## config.mk

```make
export PLATFORM = sky130hd
export DESIGN_NAME = display_scan_ctrl
export DESIGN_NICKNAME = d
export VERILOG_FILES = /design/src/rtl/display_scan_ctrl.sv
export SDC_FILE = /design/constraint.sdc
export NUM_CORES = 1
export LEC_CHECK = 0
export ABC_AREA = 0
export BUFFER_PORTS_ARGS = -buffer_cell sky130_fd_sc_hd__buf_4
export CAP_MARGIN = 20
export CELL_PAD_IN_SITES_DETAIL_PLACEMENT = 1
export CELL_PAD_IN_SITES_GLOBAL_PLACEMENT = 1
export CORE_AREA = 5 5 78 80
export DETAILED_ROUTE_END_ITERATION = 8
export DIE_AREA = 0 0 83 85
export PLACE_DENSITY = 0.78
export SKIP_CTS_REPAIR_TIMING = 1
export SLEW_MARGIN = 20
export SYNTH_ARGS = -nofsm -noshare
export SYNTH_HDL_FRONTEND = slang
export SYNTH_SLANG_ARGS = --single-unit
```

## constraint.sdc

```tcl
create_clock -name iClk -period 4.4 [get_ports iClk]
set_clock_uncertainty 0.1 [all_clocks]
set_input_delay 0.44 -clock iClk [delete_from_list [all_inputs] [get_ports iClk]]
set_output_delay 0.44 -clock iClk [all_outputs]
set_load 0.02 [all_outputs]
```

## src/rtl/display_scan_ctrl.sv

```systemverilog
// display_scan_ctrl: time-multiplexed 7-segment scan with blanking gaps, leading-zero suppression and frame-aligned loads
module display_scan_ctrl #(
  parameter int NUM_DIGITS   = 4,
  parameter int SCAN_DIV     = 50000,
  parameter int BLANK_CYCLES = 2
) (
  input  logic                      iClk,
  input  logic                      iReset_n,
  input  logic [4*NUM_DIGITS-1:0]   iValue,
  input  logic                      iLoad,
  output logic                      oLoadAck,
  input  logic                      iBlankLZ,
  output logic [3:0]                oDigit,
  output logic [NUM_DIGITS-1:0]     oDigitSel,
  output logic                      oFrameStart
);
  localparam int KW = SCAN_DIV > 1 ? $clog2(SCAN_DIV) : 1;
  localparam int IW = NUM_DIGITS > 1 ? $clog2(NUM_DIGITS) : 1;
  logic [KW-1:0] k, k_n;
  logic [IW-1:0] idx, idx_n;
  logic [NUM_DIGITS-1:0][3:0] sh, sh_n;
  logic [NUM_DIGITS:0] za;
  logic cap, blank, sup;
  // next slot position, frame-boundary capture and per-digit blanking decisions
  always_comb begin
    k_n = (k == KW'(SCAN_DIV - 1)) ? '0 : k + 1'b1;
    idx_n = (k != KW'(SCAN_DIV - 1)) ? idx : (idx == IW'(NUM_DIGITS - 1)) ? '0 : idx + 1'b1;
    cap = iLoad && k_n == '0 && idx_n == '0;
    sh_n = cap ? iValue : sh;
    za[NUM_DIGITS] = 1'b1;
    for (int i = NUM_DIGITS - 1; i >= 0; i--) za[i] = za[i+1] && sh_n[i] == 4'd0;
    blank = BLANK_CYCLES > 0 && int'(k_n) < BLANK_CYCLES;
    sup = iBlankLZ && idx_n != '0 && za[idx_n];
  end
  // scan position, shadow value and registered outputs; reset parks at the last cycle of the frame
  always_ff @(posedge iClk or negedge iReset_n) begin
    if (!iReset_n) begin
      k <= KW'(SCAN_DIV - 1);
      idx <= IW'(NUM_DIGITS - 1);
      sh <= '0;
      oLoadAck <= 1'b0;
      oFrameStart <= 1'b0;
      oDigitSel <= '1;
      oDigit <= 4'd0;
    end else begin
      k <= k_n;
      idx <= idx_n;
      sh <= sh_n;
      oLoadAck <= cap;
      oFrameStart <= k_n == '0 && idx_n == '0;
      oDigitSel <= (blank || sup) ? '1 : ~(NUM_DIGITS'(1) << idx_n);
      oDigit <= (blank || sup) ? 4'd0 : sh_n[idx_n];
    end
  end
endmodule

```

### Yosys cells after proc, flatten, opt, wreduce, memory -nomap -nowiden

Index checks and enable logic that the tools add are counted.

* multiplexer cells: 10
* $mul: 0
* equal/unequal tests: 3
* div/mod/pow operators: 0
* reductions and logical operators: 16
* magnitude comparators: 3
* shift operators: 1
* $add $sub $neg: 2
* bitwise gates (word level): 1

Operator list (number)
* 2-to-1 mux 16 bit: 2
* adder 16 x 1 -> 16 bit (second input constant): 1
* == test 16 bit (second input constant): 1
* zero test 16 bit: 1
* zero test 4 bit: 4
* less-than comparator 16 x 2 -> 1 bit (second input constant): 1
* inequality test 16 bit (second input constant): 1
* 2-to-1 mux 4 bit: 3
* binary-select mux 4 bit (select 2 bit): 1
* logical AND 1 bit: 8
* less-than comparator 2 x 4 -> 1 bit (second input constant): 1
* 2-to-1 mux 2 bit: 2
* NOT 4 bit: 1
* << shifter 1 x 2 -> 4 bit (first input constant): 1
* less-than comparator 2 x 3 -> 1 bit (second input constant): 1
* adder 2 x 1 -> 2 bit (second input constant): 1
* binary-select mux 1 bit (select 2 bit): 1
* == test 2 bit (second input constant): 1
* zero test 2 bit: 1
* nonzero test 2 bit: 1
* logical OR 1 bit: 1
* 2-to-1 mux 1 bit: 1

* register bits after elaboration: 44
* bits in latches: 0
* word-level logic and storage cells: 46
* memories kept: 0
* memory bits (writable): 0
* bits in read-only memories: 0

### Logic depth before layout (Yosys ltp)

* word-level depth: 15
* mapped depth: 12
* mapped depth without buffers: 10

### Worst setup path before layout

Ideal clock, no wire load.

* kind: register to register
* start: register k[0]
* end: register oDigit[1]
* path buffers: 1
* setup slack: 1.218 ns
* cell stages (with the launch flop): 12
* data arrival time: 2.954 ns
* period minus slack after synthesis: 3.182 ns
* data required time: 4.172 ns
* path through: dfstp_2 -> ha_1 -> and3_1 -> clkbuf_1 -> nor2_1 -> a311o_1 -> nor4_1 -> nor4b_4 -> mux2_2 -> or2_2 -> o211ai_1 -> a21oi_1

RTL lines
* start: declaration: line 19 `logic [KW-1:0] k, k_n;`
* start signal: assignment: line 38 `k <= KW'(SCAN_DIV - 1);`
* start signal: assignment: line 46 `k <= k_n;`
* end signal: assignment: line 52 `oDigit <= (blank || sup) ? 4'd0 : sh_n[idx_n];`
* end: declaration: line 13 `output logic [3:0] oDigit,`

==> impl_metrics.toml <==
[cts]
clockBufferDepth = 2
ctsHtreeMaxLevel = 2
clk_latency_ps = 290
clockRootBuffer = "clkbuf_8"
cts_made_buffers = 5
clkTransAtPathRegs_ps = 90
tritoncts = "built"
numClockSinks = 44

[floorplanning]
io_pins = 30
chipHeight_um = 85
start_util_pct = 42.7
fp.dieArea_um2 = 7060
rows = 27
die_width_um = 83
core_um2 = 5340

[power]
cellLeakagePower_nw = 1.17
pwr-share-seq_pct = 58.1
totalPowerFinal_w = 0.000697
power.combinational.fraction_pct = 3.2
net-switching-power_w = 0.000154
power.share.switching_pct = 22.1
p_per_area_nw_per_um2 = 261
vdd_drop_max_mv = 0.131
clockPowerShare_pct = 38.7
cellInternalPower_w = 0.000543

[drt]
wl_um = 5290
route.detailed.drc = 0
routed_via_density = 5.40
residual_antenna_violating_net_count_after_detailed_routing = 0
drt_first_pass_iters = 4
avgRoutedWirePerCell_um = 16.7
drt_first_iter_violations = 84
vias = 1712

[finish]
num-fill-cells = 629
share_of_final_layout_standard_cells_stronger_than_drive_strength_1_pct = 33.1
synthToLayoutAreaGrowth_pct = 16.9
fin_cells = 317
antenna_cells = 0
fin_nets = 267

[synthesis]
syn-cell-area_um2 = 2280
synth_area_leaders = "dfrtp_1 32%, dfstp_2 17%, mux2_2 5.9%"
proportion_of_synthesized_chip_area_in_sequential_cells_pct = 49.1
synth_largest_type_area_fraction_pct = 31.8
synthesized_instance_count = 212
synth.largest_area_cell = "dfrtp_1"
predominant_post_synthesis_flop_cell = "dfrtp_1"
ys.warnings.count = 0
mappedNetlistNets = 235
postSynth.asyncResetShare_pct = 100
synth_enable_flop_cells = 0
synth-seq-cells = 44
synth.top_cells.by_count = "29 x dfrtp_1, 15 x dfstp_2, 15 x nor2_1"
synth.most_common_cell = "dfrtp_1"
syn_area_per_cell_um2 = 10.8
post_synth_num_cell_types = 41

[worst_setup_path]
crit_required_ps = 4480
critical_path.endpoint_type = "flop"
worst_path_most_repeated_cell = "o211ai_1"
worst-path-buf-inv = 1
cpPeakStageDelay_ps = 580
timing.rr.start = "k[0]"
r2r.worst_path.cells = 11
reg2reg_slack_ps = 760
crit_family = "simple AND/OR/NAND/NOR gates"
crit_path_max_delay_cell_type = "dfstp_2"
regToRegEndpoint = "oDigit[3]"
arrival_time_of_the_worst_setup_path_ps = 3710
largest_fanout_on_the_critical_path = 28
crit_chain = "ha_1 > nand3_1 > nor3_1 > and3_1 > o211ai_1 > nor4b_4 > buf_4 > mux2_2 > or2_2 > o211ai_1 > a21oi_1"
critical_path_class = "reg2reg"
worstSetupStartpointType = "flop"

[placed_design]
finalWeightedCongestion = 0.797
dpl.hpwl_um = 3980
dp.cells = 309
port-buffer-count = 29

[outcome]
outcome = "finished clean"

[sta]
hold_viol = 0
setup_total_negative_slack_ps = 0
finalSetupViolCount = 0
relSlewSlack_pct = 61.4
fin_crit_sh_pct = 82.7
maxClockFrequency_ghz = 0.275
worst-slew-pin-transition_ps = 573
post-route-min-period_ps = 3640
final_number_of_max_transition_violations = 0
rsz0062_at_grt = "no"

[global_routing]
grt-ovfl-total = 0
grt_max_degree = 45
grt_pass1_vias = 1851
antenna_found_initial = 0
gr-usage-all-layers_pct = 15.8
first_pass_grt_wire_length_um = 9090

[flow_run]
cap_violations = 0

[min_path]
hold_class = "in2async"
[registers in the layout, summed over array words and instances (netlist names)]
signal / cells
oDigitSel: 4
idx: 2
oLoadAck: 1
oDigit: 4
oFrameStart: 1
k: 16
sh: 16
[power groups by stage]
stage               clock (W)  combinational [W]  sequential [W]
floorplan                   0        0.000000848        0.000412
global placement            0          0.0000235        0.000412
detailed placement          0          0.0000238        0.000412
CTS                  0.000280          0.0000239        0.000405
global route         0.000300          0.0000256        0.000405
finish               0.000270          0.0000226        0.000405
[through the flow]
step,cell area [um2],hold WS [ps],setup slack (ps),util [%]
final,2670,29.9,762,50.0
after global routing,2670,67.2,513,50.0
after CTS,2670,50.4,724,50.0
after detailed placement,2570,377,780,48.1
after global placement,2570,366,836,48.1
after floorplan,2280,44.4,1220,-
[how the worst max path moves through the flow]
stage	startpoint	to	depth (start not counted)
2_1_floorplan	k[0]	oDigit[1]	11
5_1_grt	k[0]	oDigit[3]	11
3_3_place_gp	k[0]	oDigit[3]	11
3_5_place_dp	k[0]	oDigit[3]	11
6_report	k[0]	oDigit[3]	11
4_1_cts	k[0]	oDigit[3]	11
[routing by layer]
layer / vias to the layer above / global-route usage, % / share of wire, %
met3: 8 / 2.82 / 2.5
met2: 27 / 29.1 / 52
met1: 840 / 18.3 / 43
met4: 0 / 5.65 / 2.1
met5: - / 0 / 0
li1: 837 / - / -
[kinds of logic (layout without fill, tap and decap cells)]
| group | after synthesis | in the layout | share of synthesized area, % |
|---|---|---|---|
| buffers and inverters | 19 | 52 | 4.00 |
| adders and majority gates | 3 | 3 | 1.65 |
| xor gates and xnor gates | 15 | 15 | 5.76 |
| and+or+nand+nor | 84 | 84 | 22.1 |
| AOI/OAI and AO/OA | 33 | 33 | 10.6 |
| DFF | 44 | 44 | 49.1 |
| muxes | 14 | 14 | 6.80 |
[cell usage in the layout (no fill, tap or decap), types with 6 or more instances in the layout]
master    count
or3_1         6
dfstp_2      15
buf_4        33
nand3_1       6
nor4_1       13
xnor2_1      12
clkbuf_8      6
nand4_1       6
dfrtp_1      29
inv_1        11
mux2_2       12
o211ai_1      6
nor2_1       15
nand2_1      11
a21oi_1       8
[worst reg2reg max path, cell delays in order, from the launching register on]
cell	delay, ps
dfstp_2	580
ha_1	260
nand3_1	220
nor3_1	470
and3_1	240
o211ai_1	160
nor4b_4	280
buf_4	330
mux2_2	390
or2_2	270
o211ai_1	110
a21oi_1	110
[area by class of cell]
class,count,area [um2],area share [%]
multi-input cells,149,1070,40.1
well taps,72,90.1,3.38
clock buffers,6,82.6,3.10
inverters,11,41.3,1.55
repair buffers,33,248,9.29
clock inverters,2,15.0,0.563
flip-flops and latches,44,1120,42.0
No activity file was read; power rests on OpenSTA's default activity.
